$ cat src/rtl/carfield_mailbox_responder_pkg.sv
// carfield_mailbox_pkg
// Shared definitions for the Carfield mailbox responder:
//   - register offsets inside one mailbox window
//   - size of one mailbox window
//   - per-mailbox register bundle type
//   - handshake FSM state encoding
//   - byte-strobe merge helper
package carfield_mailbox_pkg;

  localparam logic [7:0] OFF_LETTER0  = 8'h00;
  localparam logic [7:0] OFF_LETTER1  = 8'h04;
  localparam logic [7:0] OFF_DOORBELL = 8'h08;
  localparam logic [7:0] OFF_COMPLETE = 8'h0C;
  localparam logic [7:0] OFF_IRQ_EN   = 8'h10;
  localparam logic [7:0] OFF_DONE_CLR = 8'h14;

  localparam int unsigned MboxWinSize = 32'h0000_0100;

  typedef struct packed {
    logic [31:0] letter0;
    logic [31:0] letter1;
    logic        pending;
    logic        overrun;
    logic        done;
    logic        rcv_en;
    logic        snd_en;
  } mbox_reg_t;

  typedef enum logic [0:0] {
    IDLE = 1'b0,
    RESP = 1'b1
  } state_e;

  // Merge write data into an existing word, one byte per strobe bit.
  function automatic logic [31:0] apply_wstrb(input logic [31:0] old_val,
                                              input logic [31:0] wdata,
                                              input logic [3:0]  wstrb);
    logic [31:0] res;
    res = old_val;
    for (int b = 0; b < 4; b++) begin
      if (wstrb[b]) begin
        res[8*b +: 8] = wdata[8*b +: 8];
      end else begin
        res[8*b +: 8] = old_val[8*b +: 8];
      end
    end
    return res;
  endfunction

endpackage

$ cat src/rtl/carfield_mailbox_responder_if.sv
// carfield_mailbox_responder_if
// Simple request/response bus between the AXI bridge and the mailbox responder.
//   req_*  : request channel (valid/ready, address, write flag, data, strobes)
//   rsp_*  : response channel (valid/ready, read data, decode error)
// Modports: master = bridge side, slave = responder side.
interface carfield_mailbox_responder_if #(
  parameter int unsigned AddrWidth = 48
);
  logic                 req_valid_i;
  logic                 req_ready_o;
  logic [AddrWidth-1:0] req_addr_i;
  logic                 req_write_i;
  logic [31:0]          req_wdata_i;
  logic [3:0]           req_wstrb_i;
  logic                 rsp_valid_o;
  logic                 rsp_ready_i;
  logic [31:0]          rsp_rdata_o;
  logic                 rsp_error_o;

  modport master (
    output req_valid_i, req_addr_i, req_write_i, req_wdata_i, req_wstrb_i, rsp_ready_i,
    input  req_ready_o, rsp_valid_o, rsp_rdata_o, rsp_error_o
  );

  modport slave (
    input  req_valid_i, req_addr_i, req_write_i, req_wdata_i, req_wstrb_i, rsp_ready_i,
    output req_ready_o, rsp_valid_o, rsp_rdata_o, rsp_error_o
  );
endinterface

$ cat src/rtl/carfield_mailbox_responder_unit.sv
// carfield_mailbox_unit
// Register file of one mailbox: two letter words, doorbell/complete flags,
// interrupt enables.
//   i_clk, i_rst : clock, synchronous active-high reset
//   i_wr_en      : write strobe, already qualified by decode (no error)
//   i_off        : register offset inside the mailbox window
//   i_wdata/i_wstrb : write data and byte strobes
//   o_rdata      : read data for i_off
//   o_hit        : i_off names a mapped register
//   o_rcv_irq/o_snd_irq : doorbell / completion interrupts
module carfield_mailbox_unit
  import carfield_mailbox_pkg::*;
(
  input  logic        i_clk,
  input  logic        i_rst,
  input  logic        i_wr_en,
  input  logic [7:0]  i_off,
  input  logic [31:0] i_wdata,
  input  logic [3:0]  i_wstrb,
  output logic [31:0] o_rdata,
  output logic        o_hit,
  output logic        o_rcv_irq,
  output logic        o_snd_irq
);

  mbox_reg_t r_regs;

  // Register update; flag registers only honour wstrb[0].
  always_ff @(posedge i_clk) begin
    if (i_rst) begin
      r_regs <= '0;
    end else if (i_wr_en) begin
      case (i_off)
        OFF_LETTER0: r_regs.letter0 <= apply_wstrb(r_regs.letter0, i_wdata, i_wstrb);
        OFF_LETTER1: r_regs.letter1 <= apply_wstrb(r_regs.letter1, i_wdata, i_wstrb);
        OFF_DOORBELL: begin
          if (i_wstrb[0] && i_wdata[0]) begin
            // A second ring before completion is recorded as overrun.
            r_regs.overrun <= r_regs.overrun | r_regs.pending;
            r_regs.pending <= 1'b1;
            r_regs.done    <= 1'b0;
          end
        end
        OFF_COMPLETE: begin
          if (i_wstrb[0] && i_wdata[0]) begin
            r_regs.pending <= 1'b0;
            r_regs.done    <= 1'b1;
          end
          if (i_wstrb[0] && i_wdata[1]) begin
            r_regs.overrun <= 1'b0;
          end
        end
        OFF_IRQ_EN: begin
          if (i_wstrb[0]) begin
            r_regs.rcv_en <= i_wdata[0];
            r_regs.snd_en <= i_wdata[1];
          end
        end
        OFF_DONE_CLR: begin
          if (i_wstrb[0] && i_wdata[0]) begin
            r_regs.done <= 1'b0;
          end
        end
        default: r_regs <= r_regs;
      endcase
    end else begin
      r_regs <= r_regs;
    end
  end

  // Read mux and offset-valid flag.
  always_comb begin
    o_rdata = 32'h0000_0000;
    o_hit   = 1'b1;
    case (i_off)
      OFF_LETTER0:  o_rdata = r_regs.letter0;
      OFF_LETTER1:  o_rdata = r_regs.letter1;
      OFF_DOORBELL: o_rdata = {30'b0, r_regs.overrun, r_regs.pending};
      OFF_COMPLETE: o_rdata = {31'b0, r_regs.done};
      OFF_IRQ_EN:   o_rdata = {30'b0, r_regs.snd_en, r_regs.rcv_en};
      OFF_DONE_CLR: o_rdata = 32'h0000_0000;
      default: begin
        o_rdata = 32'h0000_0000;
        o_hit   = 1'b0;
      end
    endcase
  end

  // Interrupts come straight from flops, no input path.
  assign o_rcv_irq = r_regs.pending & r_regs.rcv_en;
  assign o_snd_irq = r_regs.done & r_regs.snd_en;

endmodule

$ cat src/rtl/carfield_mailbox_responder.sv
// carfield_mailbox_responder
// Mailbox window responder: decodes requests, routes them to NumMbox mailbox
// units and returns one response per request through a two-state handshake.
//   clk_i, rst_i : clock, synchronous active-high reset
//   bus          : request/response bus (slave side)
//   rcv_irq_o    : per-mailbox doorbell interrupt
//   snd_irq_o    : per-mailbox completion interrupt
module carfield_mailbox_responder
  import carfield_mailbox_pkg::*;
#(
  parameter int unsigned          NumMbox   = 4,
  parameter int unsigned          AddrWidth = 48,
  parameter logic [AddrWidth-1:0] MboxBase  = AddrWidth'(32'h4000_0000),
  parameter logic [AddrWidth-1:0] MboxSize  = AddrWidth'(32'h0000_1000)
) (
  input  logic                         clk_i,
  input  logic                         rst_i,
  carfield_mailbox_responder_if.slave  bus,
  output logic [NumMbox-1:0]           rcv_irq_o,
  output logic [NumMbox-1:0]           snd_irq_o
);

  localparam logic [AddrWidth-1:0] MboxSpan = AddrWidth'(NumMbox * MboxWinSize);

  state_e               r_state;
  state_e               w_state_next;
  logic [31:0]          r_rdata;
  logic                 r_error;

  logic [AddrWidth-1:0] w_off;
  logic [3:0]           w_idx;
  logic                 w_accept;
  logic                 w_err;
  logic [31:0]          w_sel_rdata;
  logic                 w_sel_hit;
  logic [31:0]          w_unit_rdata [NumMbox];
  logic [NumMbox-1:0]   w_unit_hit;
  logic [NumMbox-1:0]   w_unit_wr;

  assign w_off    = bus.req_addr_i - MboxBase;
  assign w_idx    = w_off[11:8];
  assign w_accept = bus.req_valid_i & (r_state == IDLE);

  // Select the addressed mailbox's read data and offset-valid flag.
  always_comb begin
    w_sel_rdata = 32'h0000_0000;
    w_sel_hit   = 1'b0;
    for (int i = 0; i < NumMbox; i++) begin
      if (w_idx == 4'(i)) begin
        w_sel_rdata = w_unit_rdata[i];
        w_sel_hit   = w_unit_hit[i];
      end else begin
        w_sel_rdata = w_sel_rdata;
        w_sel_hit   = w_sel_hit;
      end
    end
  end

  // Decode error: outside the window, beyond the last mailbox, misaligned,
  // or unmapped register offset.
  assign w_err = (bus.req_addr_i < MboxBase) | (w_off >= MboxSize) |
                 (w_off >= MboxSpan) | (bus.req_addr_i[1:0] != 2'b00) | ~w_sel_hit;

  for (genvar g = 0; g < NumMbox; g++) begin : g_mbox
    assign w_unit_wr[g] = w_accept & bus.req_write_i & ~w_err & (w_idx == 4'(g));

    carfield_mailbox_unit u_unit (
      .i_clk     (clk_i),
      .i_rst     (rst_i),
      .i_wr_en   (w_unit_wr[g]),
      .i_off     (w_off[7:0]),
      .i_wdata   (bus.req_wdata_i),
      .i_wstrb   (bus.req_wstrb_i),
      .o_rdata   (w_unit_rdata[g]),
      .o_hit     (w_unit_hit[g]),
      .o_rcv_irq (rcv_irq_o[g]),
      .o_snd_irq (snd_irq_o[g])
    );
  end

  // Handshake next-state logic.
  always_comb begin
    w_state_next = r_state;
    case (r_state)
      IDLE: begin
        if (bus.req_valid_i) w_state_next = RESP;
        else                 w_state_next = IDLE;
      end
      RESP: begin
        if (bus.rsp_ready_i) w_state_next = IDLE;
        else                 w_state_next = RESP;
      end
      default: w_state_next = IDLE;
    endcase
  end

  // State register and response latch; rdata is 0 on writes and errors.
  always_ff @(posedge clk_i) begin
    if (rst_i) begin
      r_state <= IDLE;
      r_rdata <= 32'h0000_0000;
      r_error <= 1'b0;
    end else begin
      r_state <= w_state_next;
      if (w_accept) begin
        r_rdata <= (w_err | bus.req_write_i) ? 32'h0000_0000 : w_sel_rdata;
        r_error <= w_err;
      end else begin
        r_rdata <= r_rdata;
        r_error <= r_error;
      end
    end
  end

  assign bus.req_ready_o = (r_state == IDLE);
  assign bus.rsp_valid_o = (r_state == RESP);
  assign bus.rsp_rdata_o = r_rdata;
  assign bus.rsp_error_o = r_error;

endmodule

$ cat src/flat_wrapper.sv
// flat-port wrapper written by rule: the top's interface ports become plain ports
module carfield_mailbox_responder_flat import carfield_mailbox_pkg::*;
#(
  parameter int unsigned          NumMbox   = 4,
  parameter int unsigned          AddrWidth = 48,
  parameter logic [AddrWidth-1:0] MboxBase  = AddrWidth'(32'h4000_0000),
  parameter logic [AddrWidth-1:0] MboxSize  = AddrWidth'(32'h0000_1000)
)
  (clk_i, rst_i, rcv_irq_o, snd_irq_o, bus_req_valid_i, bus_req_addr_i, bus_req_write_i, bus_req_wdata_i, bus_req_wstrb_i, bus_rsp_ready_i, bus_req_ready_o, bus_rsp_valid_o, bus_rsp_rdata_o, bus_rsp_error_o);
  carfield_mailbox_responder_if #(.AddrWidth(AddrWidth)) bus_i ();
  input  logic clk_i;
  input  logic rst_i;
  output logic [NumMbox-1:0] rcv_irq_o;
  output logic [NumMbox-1:0] snd_irq_o;
  input wire logic [$bits(bus_i.req_valid_i)-1:0] bus_req_valid_i;
  input wire logic [$bits(bus_i.req_addr_i)-1:0] bus_req_addr_i;
  input wire logic [$bits(bus_i.req_write_i)-1:0] bus_req_write_i;
  input wire logic [$bits(bus_i.req_wdata_i)-1:0] bus_req_wdata_i;
  input wire logic [$bits(bus_i.req_wstrb_i)-1:0] bus_req_wstrb_i;
  input wire logic [$bits(bus_i.rsp_ready_i)-1:0] bus_rsp_ready_i;
  output wire logic [$bits(bus_i.req_ready_o)-1:0] bus_req_ready_o;
  output wire logic [$bits(bus_i.rsp_valid_o)-1:0] bus_rsp_valid_o;
  output wire logic [$bits(bus_i.rsp_rdata_o)-1:0] bus_rsp_rdata_o;
  output wire logic [$bits(bus_i.rsp_error_o)-1:0] bus_rsp_error_o;
  assign bus_i.req_valid_i = bus_req_valid_i;
  assign bus_i.req_addr_i = bus_req_addr_i;
  assign bus_i.req_write_i = bus_req_write_i;
  assign bus_i.req_wdata_i = bus_req_wdata_i;
  assign bus_i.req_wstrb_i = bus_req_wstrb_i;
  assign bus_i.rsp_ready_i = bus_rsp_ready_i;
  assign bus_req_ready_o = bus_i.req_ready_o;
  assign bus_rsp_valid_o = bus_i.rsp_valid_o;
  assign bus_rsp_rdata_o = bus_i.rsp_rdata_o;
  assign bus_rsp_error_o = bus_i.rsp_error_o;
  carfield_mailbox_responder #(.NumMbox(NumMbox), .AddrWidth(AddrWidth), .MboxBase(MboxBase), .MboxSize(MboxSize)) u_core (.clk_i(clk_i), .rst_i(rst_i), .bus(bus_i), .rcv_irq_o(rcv_irq_o), .snd_irq_o(snd_irq_o));
endmodule
$ cat config.mk
export PLATFORM = sky130hd
export DESIGN_NAME = carfield_mailbox_responder_flat
export DESIGN_NICKNAME = d
export VERILOG_FILES = /design/src/rtl/carfield_mailbox_responder_pkg.sv /design/src/rtl/carfield_mailbox_responder_if.sv /design/src/rtl/carfield_mailbox_responder_unit.sv /design/src/rtl/carfield_mailbox_responder.sv /design/src/flat_wrapper.sv
export SDC_FILE = /design/constraint.sdc
export NUM_CORES = 1
export LEC_CHECK = 0
export CELL_PAD_IN_SITES_DETAIL_PLACEMENT = 1
export CELL_PAD_IN_SITES_GLOBAL_PLACEMENT = 2
export CORE_UTILIZATION = 39
export DETAILED_ROUTE_END_ITERATION = 8
export PLACE_DENSITY_LB_ADDON = 0.15
export SLEW_MARGIN = 20
export SYNTH_ARGS = -nofsm -noshare
export SYNTH_HDL_FRONTEND = slang
export SYNTH_SLANG_ARGS = --single-unit
$ cat constraint.sdc
create_clock -name clk_i -period 4.55 [get_ports clk_i]
set_clock_uncertainty 0.1 [all_clocks]
set_input_delay 0.91 -clock clk_i [delete_from_list [all_inputs] [get_ports clk_i]]
set_output_delay 0.91 -clock clk_i [all_outputs]
set_load 0.01 [all_outputs]
==> results of run 1 <==
logic make-up after synthesis:
family	count (synthesis)	share of synthesized area, %
AOI/OAI and AO/OA	268	13.3
buffers and inverters	110	3.88
DFF	310	44.6
muxes	277	20.0
and+or+nand+nor	511	18.3
per-layer routing:
layer	GRT usage [%]	vias up
li1	-	5535
met1	34.0	5879
met2	40.4	244
met3	3.37	56
met4	7.05	0
met5	0	-
layout make-up:
class                           instances  area (um2)  share of cell area, %
Inverter                                6        30.0                  0.177
Multi-Input combinational cell       1056        7220                   42.6
Clock buffer                           57        1150                   6.79
Tap cell                              455         569                   3.36
Sequential cell                       310        6210                   36.6
Timing Repair Buffer                  185        1720                   10.1
Clock inverter                          3        65.1                  0.384
final timing paths:
kind / startpoint / endpoint / slack [ps] / depth (start not counted)
setup / recovery: bus_req_addr_i[4] / u_core.g_mbox[0].u_unit.r_regs[17] / 1000 / 10
hold / removal: u_core.bus.rsp_rdata_o[22] / u_core.bus.rsp_rdata_o[22] / 350 / 2
setup reg to reg: u_core.bus.rsp_valid_o / u_core.g_mbox[2].u_unit.r_regs[12] / 2070 / 8
hold reg to reg: u_core.bus.rsp_rdata_o[22] / u_core.bus.rsp_rdata_o[22] / 350 / 2
power groups by stage:
| stage | Combinational, mW | Clock [mW] | Sequential (mW) |
|---|---|---|---|
| final | 0.309 | 2.96 | 2.72 |
| after global routing | 0.331 | 3.13 | 2.72 |
| after CTS | 0.311 | 3.01 | 2.72 |
| after detailed placement | 0.309 | 0 | 2.78 |
| after global placement | 0.308 | 0 | 2.78 |
| after floorplan | 0.136 | 0 | 2.78 |
sequential cells by signal, indices dropped and copies added, names as in the netlist:
signal                       cells
u_core.bus.rsp_rdata_o          32
u_core.g_mbox.u_unit.r_regs    276
u_core.bus.rsp_error_o           1
u_core.bus.rsp_valid_o           1
critical path: cells and delay by family:
| kind | cells | cell delay (ps) |
|---|---|---|
| buf+inv | 3 | 1040 |
| compound gates | 1 | 180 |
| simple gates | 5 | 1490 |
| mux | 1 | 220 |
cell usage in the layout, fill, tap and decap left out, drive strengths merged, types with 10 or more instances in the layout:
cell type        n
nand2          336
dfxtp          310
mux2i          273
clkdlybuf4s50  129
nor2            94
a22oi           77
clkbuf          57
a221oi          56
buf             56
o21ai           49
a21oi           36
o22ai           27
nor4            16
and2            10
metrics by stage:
step / hold slack (ps) / power [mW] / utilization [%] / area [um2] / cells
2_1_floorplan: 334 / 2.91 / - / 13900 / 1476
3_3_place_gp: 337 / 3.08 / 45.2 / 15700 / 2012
3_5_place_dp: 343 / 3.09 / 45.2 / 15700 / 2012
4_1_cts: 357 / 6.04 / 48.7 / 17000 / 2072
5_1_grt: 374 / 6.18 / 48.7 / 17000 / 2072
6_report: 352 / 5.98 / 48.7 / 17000 / 2072
==> impl_metrics.json, run 1 <==
{
  "drive_gt1_share_pct": 10.8,
  "synthTopCellsByCount": "nand2_1, dfxtp_1, mux2i_1",
  "switchingPower_mw": 1.32,
  "drc": 0,
  "start_util_pct": 40.0,
  "synth_area_mm2": 0.0139,
  "synth.net_count": 1565,
  "portBuffers": 131,
  "hold_violations": 0,
  "track_usage_pct": 24.8,
  "async_flop_share_pct": 0,
  "cp_max_fo": 9,
  "vias_per_cell": 5.65,
  "critPathKind": "primary input to flop",
  "n_fill_cell": 3898,
  "synth_top_flop_cell": "dfxtp_1",
  "area.growth.synth_to_final_pct": 21.9,
  "wl_met1_mm": 21.6,
  "synth_top_cell_by_area": "dfxtp_1",
  "path_clk_slew_ps": 60,
  "status": "finished clean",
  "die_h_um": 191,
  "path_cells": "clkdlybuf4s50_1 -> nor4_4 -> and2_2 -> a22oi_1 -> nor4_4 -> buf_4 -> nand3_2 -> buf_4 -> nor2_8 -> mux2i_1",
  "cts_resized": 0,
  "min_path_type": "flop to flop",
  "hpwl_mm": 29.1,
  "critPathArrivalTime_ps": 3870,
  "drv_cap": 0,
  "power_density_mw_per_mm2": 353,
  "grt.overflow.total": 0,
  "cts_tree": "done",
  "cts_buffer_depth": 3,
  "setup_viol": 0,
  "pwr-share-comb_pct": 5.2,
  "cts_hold_buf": 0,
  "antenna_found_initial": 0,
  "endpoint_kind": "flop",
  "power_frac_seq_pct": 45.4,
  "gp_congestion": 0.821,
  "wl_met2_mm": 20.5,
  "row_count": 68,
  "cts_made_buffers": 36,
  "finalCriticalPeriod_ps": 3550,
  "yosysMostFrequentCell": "nand2_1",
  "cts-root-buf": "clkbuf_16",
  "rsz0062_at_grt": "false",
  "core_mm2": 0.0348,
  "pwr-share-clk_pct": 49.4,
  "h-tree-depth": 2,
  "met3_wirelength_mm": 1.95,
  "die_w_um": 191,
  "wl_mm": 45.0,
  "vdd_drop_max_mv": 0.212,
  "dr.pass1.iters": 5,
  "post_drt_wl_per_cell_um": 21.7,
  "clock_sink_count": 310,
  "finalSetupTns_ps": 0,
  "intPower_mw": 4.66,
  "finalCritPeriodShare_pct": 78.0,
  "critPathMaxStageDelay_ps": 560,
  "synth_area_leaders": "dfxtp_1, mux2i_1, nand2_1, a22oi_1, a221oi_1",
  "num_io_pins": 132,
  "drv_slew": 0,
  "route.vias.total": 11700,
  "antenna_left": 0,
  "p_leak_nw": 6.11,
  "dieArea_mm2": 0.0364,
  "fmax_mhz": 282,
  "start_kind": "primary input",
  "syn_avg_cell_area_um2": 9.43,
  "yosysUniqueCellTypes": 58,
  "worst_pin_slew_ps": 650,
  "synth_cells": 1476,
  "synth_top_cell_area_share_pct": 44.6,
  "nNetsFinal": 1684,
  "grt_max_degree": 79,
  "cts_setup_buffers": 0,
  "worst_slack_ps": 1000,
  "yosys_register_bits": 310,
  "synth_edf_count": 0,
  "slew_headroom_pct": 56.6,
  "cp.required_ps": 4870,
  "clock_latency_ps": 510,
  "dpl_worst_slack_ps": 480,
  "drt_iter0_markers": 508,
  "yosys_warnings": 0,
  "routed.top_layer": "met4",
  "crit_slowest_cell": "clkdlybuf4s50_1",
  "switching_share_pct": 22.0,
  "grt_pass1_vias": 12300,
  "diodes": 0,
  "ys_seq_area_share_pct": 44.6,
  "grt_pass1_wl_mm": 70.1
}
(Power assumes the default switching activity.)
==> inputs of run 2 (changes only) <==
--- a/config.mk
+++ b/config.mk
@@ -7,7 +7,7 @@
 export LEC_CHECK = 0
 export CELL_PAD_IN_SITES_DETAIL_PLACEMENT = 1
 export CELL_PAD_IN_SITES_GLOBAL_PLACEMENT = 2
-export CORE_UTILIZATION = 39
+export CORE_UTILIZATION = 36
 export DETAILED_ROUTE_END_ITERATION = 8
 export PLACE_DENSITY_LB_ADDON = 0.15
 export SLEW_MARGIN = 20
==> constraint.sdc (replaced) <==
create_clock -name clk_i -period 3.34 [get_ports clk_i]
set_clock_uncertainty 0.1 [all_clocks]
set_input_delay 0.668 -clock clk_i [delete_from_list [all_inputs] [get_ports clk_i]]
set_output_delay 0.668 -clock clk_i [all_outputs]
set_load 0.01 [all_outputs]
==> impl_metrics.json, run 2 (same netlist as run 1, synthesis figures left out) <==
{
  "status": "finished clean",
  "post_drt_wl_per_cell_um": 21.0,
  "route.vias.total": 12000,
  "drv_cap": 0,
  "path_cells": "clkdlybuf4s50_1 -> or4_4 -> or4_4 -> nor4_4 -> buf_4 -> buf_4 -> nand3_2 -> nor2_2 -> buf_12 -> mux2i_1",
  "power_density_mw_per_mm2": 458,
  "endpoint_kind": "flop",
  "clock_sink_count": 310,
  "layout_common_cells": "nand2_1, dfxtp_1, mux2i_1",
  "drv_slew": 0,
  "die_h_um": 199,
  "drive_gt1_share_pct": 13.9,
  "crit_slowest_cell": "or4_4",
  "antenna_found_initial": 0,
  "vias_per_cell": 5.47,
  "nNetsFinal": 1743,
  "dieArea_mm2": 0.0394,
  "hold_path_depth": 2,
  "area.growth.synth_to_final_pct": 27.7,
  "grt_busiest_layer": "met2",
  "cts-root-buf": "clkbuf_16",
  "grt_max_degree": 52,
  "cts_hold_buf": 0,
  "gp_congestion": 0.827,
  "cp.required_ps": 3680,
  "vdd_drop_max_mv": 0.282,
  "largest_reg_flops": 276,
  "clock_latency_ps": 530,
  "cts_made_buffers": 37,
  "grt_pass1_wl_mm": 71.6,
  "top_register": "u_core.g_mbox.u_unit.r_regs",
  "grt.overflow.total": 0,
  "r2r_cells": 9,
  "cts_resized": 0,
  "layout_commonest_cell": "nand2_1",
  "ff_latch_area_mm2": 0.00621,
  "cts_buffer_depth": 3,
  "critPathMaxStageDelay_ps": 550,
  "cts_setup_buffers": 0,
  "total_power_mw": 8.15,
  "n_fill_cell": 4275,
  "diodes": 0,
  "start_util_pct": 36.8,
  "hpwl_mm": 30.9,
  "row_count": 71,
  "track_usage_pct": 23.5,
  "num_io_pins": 132,
  "hold_violations": 0,
  "die_w_um": 199,
  "start_kind": "primary input",
  "multi_input_area_mm2": 0.00722,
  "met2_usage_pct": 39.0,
  "worst_pin_slew_ps": 528,
  "final_area_mm2": 0.0178,
  "h-tree-depth": 2,
  "antenna_left": 0,
  "cp_max_fo": 8,
  "drt_iter0_markers": 676,
  "rsz0062_at_grt": "false",
  "p_leak_nw": 6.48,
  "grtUsageMet1_pct": 32.0,
  "drc": 0,
  "grt_pass1_vias": 12400,
  "finalCriticalPeriod_ps": 3110,
  "core_mm2": 0.0378,
  "critPathArrivalTime_ps": 3450,
  "cts_tree": "done",
  "met3_usage_pct": 3.12,
  "fmax_mhz": 322,
  "critPathKind": "primary input to flop",
  "portBuffers": 131,
  "min_path_type": "flop to flop",
  "dr.pass1.iters": 5,
  "setup_viol": 0,
  "finalCritPeriodShare_pct": 93.0,
  "placed_cell_area_mm2": 0.0166,
  "path_clk_slew_ps": 60,
  "slew_headroom_pct": 64.8,
  "wl_mm": 46.1
}
run 2: stage by stage:
step	instances	worst slack [ps]	utilization [%]	hold slack (ps)	TNS, ps
floorplan	1476	312	-	334	0
CTS	2192	214	47.0	357	0
global placement	2126	-241	43.8	334	-39670
finish	2192	235	47.0	352	0
global route	2192	54.3	47.0	375	0
detailed placement	2126	-315	43.8	343	-54160
run 2: area by class of cell:
class                      count  share of cell area (%)
multi-input combinational   1056                    40.6
sequential                   310                    34.9
timing repair buffer         243                    14.0
clock buffer                  61                    6.58
tap                          511                    3.60
clock inverter                 5                   0.190
inverter                       6                   0.169
run 2: worst paths after layout:
path | startpoint | endpoint | slack (ps)
worst max-delay path | bus_req_addr_i[36] | u_core.g_mbox[2].u_unit.r_regs[55] | 230
worst min-delay path | u_core.bus.rsp_rdata_o[17] | u_core.bus.rsp_rdata_o[17] | 350
worst max register to register | u_core.bus.rsp_valid_o | u_core.g_mbox[2].u_unit.r_regs[28] | 1200
worst min register to register | u_core.bus.rsp_rdata_o[17] | u_core.bus.rsp_rdata_o[17] | 350
run 2: layer usage:
| metal | up-vias | routed length (um) |
|---|---|---|
| met3 | 66 | 2070 |
| met1 | 5974 | 21700 |
| met2 | 293 | 21300 |
| met4 | 0 | 940 |
| li1 | 5647 | - |
| met5 | - | 0 |
run 2: where the power goes:
group | switching [mW] | internal (mW) | total (mW)
combinational | 0.267 | 0.183 | 0.450
clock | 1.61 | 2.38 | 4.00
sequential | 0.00156 | 3.70 | 3.70
run 2: critical path, delay by kind of cell:
kind | cells | cell delay [ps]
buf+inv | 4 | 900
simple gates | 5 | 1680
mux | 1 | 200
==> inputs of run 3 (changes only) <==
--- a/config.mk
+++ b/config.mk
@@ -5,8 +5,10 @@
 export SDC_FILE = /design/constraint.sdc
 export NUM_CORES = 1
 export LEC_CHECK = 0
+export CAP_MARGIN = 20
 export CELL_PAD_IN_SITES_DETAIL_PLACEMENT = 1
 export CELL_PAD_IN_SITES_GLOBAL_PLACEMENT = 2
+export CORE_ASPECT_RATIO = 0.8
 export CORE_UTILIZATION = 36
 export DETAILED_ROUTE_END_ITERATION = 8
 export PLACE_DENSITY_LB_ADDON = 0.15
==> impl_metrics.json, run 3 (same netlist as run 1, synthesis figures left out) <==
{
  "status": "finished clean",
  "h-tree-depth": 2,
  "portBuffers": 131,
  "start_util_pct": 36.4,
  "setup_viol": 0,
  "r2r_start": "u_core.bus.rsp_valid_o",
  "slew_headroom_pct": 61.6,
  "cts_setup_buffers": 0,
  "wl_mm": 46.2,
  "row_count": 64,
  "p_leak_nw": 6.38,
  "pwr-share-comb_pct": 5.5,
  "area.growth.synth_to_final_pct": 26.5,
  "layout_commonest_cell": "nand2_1",
  "hold_violations": 0,
  "dpl_worst_slack_ps": -202,
  "drv_cap": 0,
  "dieArea_mm2": 0.0394,
  "route.vias.total": 11800,
  "fmax_mhz": 333,
  "die_w_um": 222,
  "cp_max_fo": 8,
  "critPathLaunch": "bus_req_addr_i[36]",
  "drv_slew": 0,
  "cp.required_ps": 3690,
  "clock_sink_count": 310,
  "min_path_type": "flop to flop",
  "die_h_um": 178,
  "r2r_setup_slack_ps": 1210,
  "largest_reg_flops": 276,
  "diodes": 0,
  "cts_tree": "done",
  "drive_gt1_share_pct": 12.9,
  "endpoint_kind": "flop",
  "cts_buffer_depth": 3,
  "grt_pass1_vias": 12400,
  "switchingPower_mw": 1.86,
  "vdd_drop_max_mv": 0.244,
  "critPathArrivalTime_ps": 3350,
  "power_density_mw_per_mm2": 460,
  "clock_latency_ps": 520,
  "cts-root-buf": "clkbuf_16",
  "hp-start": "u_core.bus.rsp_rdata_o[25]",
  "top_register": "u_core.g_mbox.u_unit.r_regs",
  "cts_resized": 0,
  "r2r_cells": 9,
  "num_io_pins": 132,
  "antenna_found_initial": 1,
  "core_mm2": 0.0382,
  "finalSetupTns_ps": 0,
  "dr.pass1.iters": 5,
  "rsz0062_at_grt": "false",
  "worst_slack_ps": 337,
  "start_kind": "primary input",
  "hpwl_mm": 31.2,
  "layout_common_cells": "nand2_1, dfxtp_1, mux2i_1",
  "post_drt_wl_per_cell_um": 21.4,
  "critPathKind": "primary input to flop",
  "antenna_left": 0,
  "setup.worst_path.end": "u_core.g_mbox[3].u_unit.r_regs[8]",
  "finalCriticalPeriod_ps": 3000,
  "drt_iter0_markers": 733,
  "total_power_mw": 8.09,
  "track_usage_pct": 23.6,
  "cts_made_buffers": 35,
  "gp_congestion": 0.797,
  "vias_per_cell": 5.45,
  "power_frac_seq_pct": 45.8,
  "path_clk_slew_ps": 60,
  "drc": 0,
  "rr_endpoint": "u_core.g_mbox[2].u_unit.r_regs[7]",
  "switching_share_pct": 23.0,
  "grt.overflow.total": 0,
  "grt_pass1_wl_mm": 72.6,
  "intPower_mw": 6.23,
  "worst_pin_slew_ps": 576,
  "nNetsFinal": 1723,
  "finalCritPeriodShare_pct": 89.9,
  "holdWs_ps": 358,
  "pwr-share-clk_pct": 48.8,
  "grt_max_degree": 57,
  "cts_hold_buf": 0
}
-- run 3: metrics by stage --
| stage | utilization (%) | cell area (um2) | cells |
|---|---|---|---|
| after floorplan | - | 13900 | 1476 |
| after CTS | 46.1 | 17600 | 2155 |
| after detailed placement | 43.0 | 16400 | 2092 |
| after global placement | 43.0 | 16400 | 2092 |
| after global routing | 46.1 | 17600 | 2155 |
| final | 46.1 | 17600 | 2155 |
-- run 3: layout make-up --
class | instances | area (um2)
clock buffers | 50 | 1010
clock inverters | 13 | 144
fillers | 4247 | 20600
inverters | 6 | 30.0
multi-input cells | 1056 | 7230
flip-flops and latches | 310 | 6210
well taps | 495 | 619
repair buffers | 225 | 2360
-- run 3: per-layer routing --
layer  vias to the layer above  global-route usage (%)  part of all wire [%]
li1                       5613                       -                     -
met4                         0                    5.09                   1.6
met3                        56                    2.85                   3.3
met2                       205                    39.3                    46
met5                         -                       0                     0
met1                      5878                    32.7                    50
-- run 3: power groups by stage --
stage	registers, mW	logic, mW	clock network [mW]
detailed placement	3.78	0.443	0
floorplan	3.78	0.185	0
global placement	3.78	0.439	0
CTS	3.70	0.446	4.03
finish	3.70	0.443	3.94
global route	3.70	0.475	4.19
-- run 3: worst min-delay path by stage --
stage                                         end  cells past startpoint  slack, ps
2_1_floorplan  u_core.g_mbox[0].u_unit.r_regs[10]                      2        330
3_3_place_gp           u_core.bus.rsp_rdata_o[24]                      2        340
3_5_place_dp           u_core.bus.rsp_rdata_o[12]                      2        350
4_1_cts                u_core.bus.rsp_rdata_o[12]                      2        360
5_1_grt        u_core.g_mbox[1].u_unit.r_regs[29]                      2        370
6_report               u_core.bus.rsp_rdata_o[25]                      2        360
-- run 3: worst max-delay path, stage by stage --
cell and delay, ps:
clkdlybuf4s50_1 420, or4_4 550, or4_4 510, nor4_4 130, buf_4 200, nand3_2 90, buf_4 230, nor2_8 280
mux2i_1 230
